File: config.mk
export PLATFORM = sky130hd
export DESIGN_NAME = jtframe_sndcmd_fifo
export DESIGN_NICKNAME = d
export VERILOG_FILES = /design/src/rtl/jtframe_sndcmd_fifo_pkg.sv /design/src/rtl/jtframe_sndcmd_ram.sv /design/src/rtl/jtframe_sndcmd_fifo.sv
export SDC_FILE = /design/constraint.sdc
export NUM_CORES = 1
export LEC_CHECK = 0
export BUFFER_PORTS_ARGS = -buffer_cell sky130_fd_sc_hd__buf_2
export CAP_MARGIN = 20
export CORE_MARGIN = 10
export CORE_UTILIZATION = 49
export DETAILED_ROUTE_END_ITERATION = 10
export PLACE_DENSITY_LB_ADDON = 0.12
export SKIP_CTS_REPAIR_TIMING = 1
export SYNTH_ARGS = -nofsm -noshare
export SYNTH_HDL_FRONTEND = slang
export SYNTH_SLANG_ARGS = --single-unit
File: constraint.sdc
create_clock -name i_clk -period 2.3 [get_ports i_clk]
set_input_delay 0.115 -clock i_clk [delete_from_list [all_inputs] [get_ports i_clk]]
set_output_delay 0.115 -clock i_clk [all_outputs]
set_load 0.02 [all_outputs]
File: src/rtl/jtframe_sndcmd_fifo_pkg.sv
// Shared defaults and IRQ mode constants for the sound command channel.
package jtframe_sndcmd_fifo_pkg;
  localparam int SND_DW         = 8;
  localparam int SND_AW         = 2;
  localparam int IRQ_EDGE_MODE  = 0;
  localparam int IRQ_LEVEL_MODE = 1;

  function automatic int fifo_depth(input int aw);
    return 1 << aw;
  endfunction
endpackage

File: src/rtl/jtframe_sndcmd_ram.sv
// Command storage: synchronous write, asynchronous read, no reset on contents.
module jtframe_sndcmd_ram #(
  parameter int DW = 8,
  parameter int AW = 2
) (
  input  logic          i_clk,
  input  logic          i_we,
  input  logic [AW-1:0] i_waddr,
  input  logic [DW-1:0] i_wdata,
  input  logic [AW-1:0] i_raddr,
  output logic [DW-1:0] o_rdata
);
  logic [DW-1:0] r_mem [2**AW];

  always_ff @(posedge i_clk) begin
    if (i_we) r_mem[i_waddr] <= i_wdata;
  end

  assign o_rdata = r_mem[i_raddr];
endmodule

File: src/rtl/jtframe_sndcmd_fifo.sv
// Main-CPU -> sound-CPU command FIFO with sound IRQ, reply latch, overflow flag
// and occupancy count. All outputs are registered.
module jtframe_sndcmd_fifo
  import jtframe_sndcmd_fifo_pkg::*;
#(
  parameter int DW        = SND_DW,
  parameter int AW        = SND_AW,
  parameter int IRQ_LEVEL = IRQ_LEVEL_MODE
) (
  input  logic          i_clk,
  input  logic          i_rst_n,
  input  logic          i_main_we,
  input  logic [DW-1:0] i_main_din,
  input  logic          i_main_rd,
  output logic [DW-1:0] o_main_reply,
  output logic          o_reply_new,
  output logic          o_ovf,
  input  logic          i_ovf_clr,
  output logic [AW:0]   o_count,
  input  logic          i_snd_rd,
  output logic [DW-1:0] o_snd_dout,
  input  logic          i_snd_we,
  input  logic [DW-1:0] i_snd_din,
  input  logic          i_irq_ack,
  output logic          o_int_n
);
  localparam logic [AW:0] DEPTH = (AW+1)'(fifo_depth(AW));

  logic [AW-1:0] r_wr_ptr, r_rd_ptr;
  logic [AW:0]   r_count;
  logic          w_full, w_empty, w_push, w_pop, w_ovf_set;
  logic [AW:0]   w_count_nxt, w_old_left;
  logic [DW-1:0] w_next_head;

  assign w_full    = (r_count == DEPTH);
  assign w_empty   = (r_count == '0);
  // A full FIFO still accepts a push when a pop frees a slot in the same clock.
  assign w_push    = i_main_we & (~w_full | i_snd_rd);
  assign w_pop     = i_snd_rd & ~w_empty;
  assign w_ovf_set = i_main_we & w_full & ~i_snd_rd;

  assign w_old_left  = r_count - {{AW{1'b0}}, w_pop};
  assign w_count_nxt = w_old_left + {{AW{1'b0}}, w_push};

  jtframe_sndcmd_ram #(.DW(DW), .AW(AW)) u_ram (
    .i_clk   (i_clk),
    .i_we    (w_push),
    .i_waddr (r_wr_ptr),
    .i_wdata (i_main_din),
    .i_raddr (r_rd_ptr + AW'(1)),
    .o_rdata (w_next_head)
  );

  always_ff @(posedge i_clk or negedge i_rst_n) begin
    if (!i_rst_n) begin
      r_wr_ptr   <= '0;
      r_rd_ptr   <= '0;
      r_count    <= '0;
      o_snd_dout <= '0;
    end else begin
      if (w_push) r_wr_ptr <= r_wr_ptr + AW'(1);
      if (w_pop)  r_rd_ptr <= r_rd_ptr + AW'(1);
      r_count <= w_count_nxt;
      // Head comes from the incoming word when nothing older remains stored.
      if (w_push && w_old_left == '0)
        o_snd_dout <= i_main_din;
      else if (w_pop && w_old_left != '0)
        o_snd_dout <= w_next_head;
    end
  end

  always_ff @(posedge i_clk or negedge i_rst_n) begin
    if (!i_rst_n) begin
      o_int_n <= 1'b1;
    end else if (IRQ_LEVEL != IRQ_EDGE_MODE) begin
      o_int_n <= (w_count_nxt == '0);
    end else if (w_push) begin
      o_int_n <= 1'b0;
    end else if (i_irq_ack) begin
      o_int_n <= 1'b1;
    end
  end

  always_ff @(posedge i_clk or negedge i_rst_n) begin
    if (!i_rst_n) begin
      o_main_reply <= '0;
      o_reply_new  <= 1'b0;
      o_ovf        <= 1'b0;
    end else begin
      if (i_snd_we) begin
        o_main_reply <= i_snd_din;
        o_reply_new  <= 1'b1;
      end else if (i_main_rd) begin
        o_reply_new  <= 1'b0;
      end
      if (w_ovf_set)      o_ovf <= 1'b1;
      else if (i_ovf_clr) o_ovf <= 1'b0;
    end
  end

  assign o_count = r_count;
endmodule

==> flow_metrics.py <==
metrics = {
    "clock_tree": {
        "htree_levels": 3,
        "insertion_delay_ps": 320,
        "cts_buffers": 9,
        "cts.sinks": 58,
        "root_buffer": "clkbuf_8",
        "cts_tree": "built",
        "cts_buffer_depth": 2,
        "cts.clk_slew.worst_paths_ps": 60,
    },
    "detailed_routing": {
        "drt_iter0_markers": 96,
        "ant_nets": 0,
        "vias": 1384,
        "drc_errors": 0,
        "via_per_inst": 5.14,
        "routedWlPerCell_um": 17.6,
        "dr.pass1.iters": 6,
        "drt-total-wl_mm": 4.74,
    },
    "synth": {
        "synthTopCellsByCount": "edfxtp_1 (32), dfrtp_1 (25), a21o_1 (9), inv_1 (9)",
        "synth_area_leaders": "edfxtp_1 (40%), dfrtp_1 (26%), mux4_1 (7.7%)",
        "synth_cells": 134,
        "synthDistinctLibCells": 25,
        "yosys_warnings": 0,
        "synth_seq_cells": 58,
        "yosys.cell_count.top_type": "edfxtp_1",
        "syn-num-nets": 166,
        "synth_edf_count": 32,
        "ys_seq_area_share_pct": 67.2,
        "synth.avg_cell_area_um2": 17.9,
        "synth_area_leader_cell": "edfxtp_1",
        "async_reset_ff_share_pct": 44.8,
        "synth-main-ff-cell": "edfxtp_1",
        "syn_area_mm2": 0.00240,
        "synth_top_area_share_pct": 40.1,
    },
    "timing": {
        "min_period_ps": 2210,
        "skew_ps": 5.91,
        "setup_viol": 0,
        "fmax_ghz": 0.453,
        "fin_crit_sh_pct": 96.0,
        "final_max_slew_viol_count": 0,
        "tightest_slew_ps": 591,
        "hold_violations": 0,
        "worst_slack_ps": 92.0,
        "relSlewSlack_pct": 60.6,
    },
    "power": {
        "ir_drop_mv": 0.763,
        "leakage_nw": 1.30,
        "finalPower_mw": 3.75,
        "p_per_area_mw_per_mm2": 1260,
    },
    "setup_path": {
        "r2r_slack_ps": 90,
        "cpPeakStageDelay_ps": 430,
        "crit_required_ps": 2520,
        "arrival_ps": 2420,
        "worstSetupPathType": "reg2reg",
        "startpoint_type": "register",
        "r2r_start": "o_count[1]$_DFF_PN0_",
        "cp_num_buf_inv": 3,
        "reg2reg_to": "o_snd_dout[2]$_DFFE_PN0P_",
        "cp_max_fo": 4,
        "worst_setup_path_end_kind": "register",
        "timing.critical_path.from": "o_count[1]$_DFF_PN0_",
        "path_depth": 10,
        "cpLargestDelayFamily": "compound AO/OA/AOI/OAI gates",
        "cp_cell_sequence": "o31ai_4 -> inv_2 -> ha_2 -> ha_4 -> xnor2_2 -> nor4b_4 -> buf_4 -> clkbuf_16 -> a22o_1 -> a21o_1",
        "setup.worst_path.end": "o_snd_dout[2]$_DFFE_PN0P_",
        "reg2regPathDepth": 10,
        "critical-path-slowest-cell": "dfrtp_2",
    },
    "final_layout": {
        "fin_cells": 269,
        "num-fill-cells": 366,
        "nets": 230,
        "drive_gt1_share_pct": 43.1,
        "diodes": 0,
        "syn_to_final_growth_pct": 24.6,
    },
    "placed_design": {
        "hpwlAfterDp_mm": 3.32,
        "numPortBuffers": 44,
        "preCtsSetupSlack_ps": 73.9,
        "gp_congestion": 0.696,
        "post-place-cells": 248,
    },
    "die": {
        "initial_core_util_pct": 50.8,
        "die-width_um": 90.0,
        "io_pins": 46,
        "rows": 25,
        "dieArea_mm2": 0.00809,
        "fp.dieH_um": 90.0,
        "core_mm2": 0.00472,
    },
    "grt": {
        "grt_pass1_vias": 1479,
        "grt_max_degree": 27,
        "antenna_found_initial": 0,
        "grt_overflow": 0,
        "grt_use_total_pct": 12.1,
        "grt_pass1_wl_mm": 7.67,
    },
    "status": {
        "status": "complete, no violations",
    },
    "min_path": {
        "hp-class": "in2reg",
    },
    "flow_run": {
        "maxCapViolations": 0,
    },
}
[layout by cell type, fill, tap and decap left out, types with 2 or more instances in the layout]
cell,Yosys,routed
a21o_1,9,9
a22o_1,8,8
and2_1,4,4
buf_2,1,44
buf_4,0,8
clkbuf_1,1,2
clkbuf_8,0,9
clkinv_1,0,2
dfrtp_1,25,23
dfrtp_2,0,2
dlygate4sd3_1,0,2
edfxtp_1,32,32
ha_1,8,6
inv_1,9,9
mux2_2,8,8
mux4_1,7,7
nand2_1,4,3
nor4b_4,2,2
o21ai_1,2,2
xnor2_1,4,4
[sequential cells by signal, indices dropped and copies added, names as in the netlist]
name	flops
r_rd_ptr	2
o_count	3
o_int_n	1
o_snd_dout	8
o_main_reply	8
u_ram.r_mem	32
o_reply_new	1
o_ovf	1
r_wr_ptr	2
[area by class of cell]
cell class,count,area [um2],area share [%]
sequential,58,1620,54.1
multi-input combinational,63,754,25.3
timing repair buffer,56,345,11.6
clock buffer,11,131,4.40
tap,67,83.8,2.81
inverter,10,37.5,1.26
clock inverter,4,20.0,0.670
[kinds of logic after synthesis]
family          count (synthesis)  share of synthesized area (%)
compound gates                 21                           7.20
xor+xnor                        5                           2.14
simple gates                   13                           4.49
buf+inv                        13                           2.40
mux                            16                           12.4
fa+ha+maj                       8                           4.17
flops                          58                           67.2
[metrics by stage]
step / cell area, um2 / hold slack [ps] / TNS [ps] / util, %
floorplan: 2410 / -181 / 0 / -
global placement: 2750 / 150 / 0 / 58.3
detailed placement: 2750 / 154 / 0 / 58.3
CTS: 2900 / -197 / 0 / 61.5
global route: 2990 / 8.91 / -4.89 / 63.3
finish: 2990 / 23.8 / 0 / 63.3
[routing by layer]
| layer | vias to the layer above | part of all wire, % | GRT usage, % |
|---|---|---|---|
| li1 | 641 | - | - |
| met1 | 703 | 42 | 13.0 |
| met2 | 31 | 52 | 20.6 |
| met3 | 9 | 4.1 | 3.91 |
| met4 | 0 | 1.8 | 6.76 |
| met5 | - | 0 | 0 |
[power by group]
group          switching [mW]  internal (mW)  leakage (nW)
Clock                   0.362          0.375        0.0743
Combinational           0.705          0.719         0.629
Sequential              0.197           1.39         0.600
[worst min-delay path by stage]
stage	start	to	slack, ps	cells past startpoint
finish	i_snd_din[0]	o_main_reply[0]$_DFFE_PN0P_	20	2
global route	i_snd_din[7]	o_main_reply[7]$_DFFE_PN0P_	9	2
CTS	i_rst_n	o_snd_dout[1]$_DFFE_PN0P_	-200	1
detailed placement	i_rst_n	o_main_reply[2]$_DFFE_PN0P_	150	1
global placement	i_rst_n	o_reply_new$_DFFE_PN0P_	150	1
floorplan	i_rst_n	o_count[0]$_DFF_PN0_	-180	0
Power figures use the tool's default switching activity.
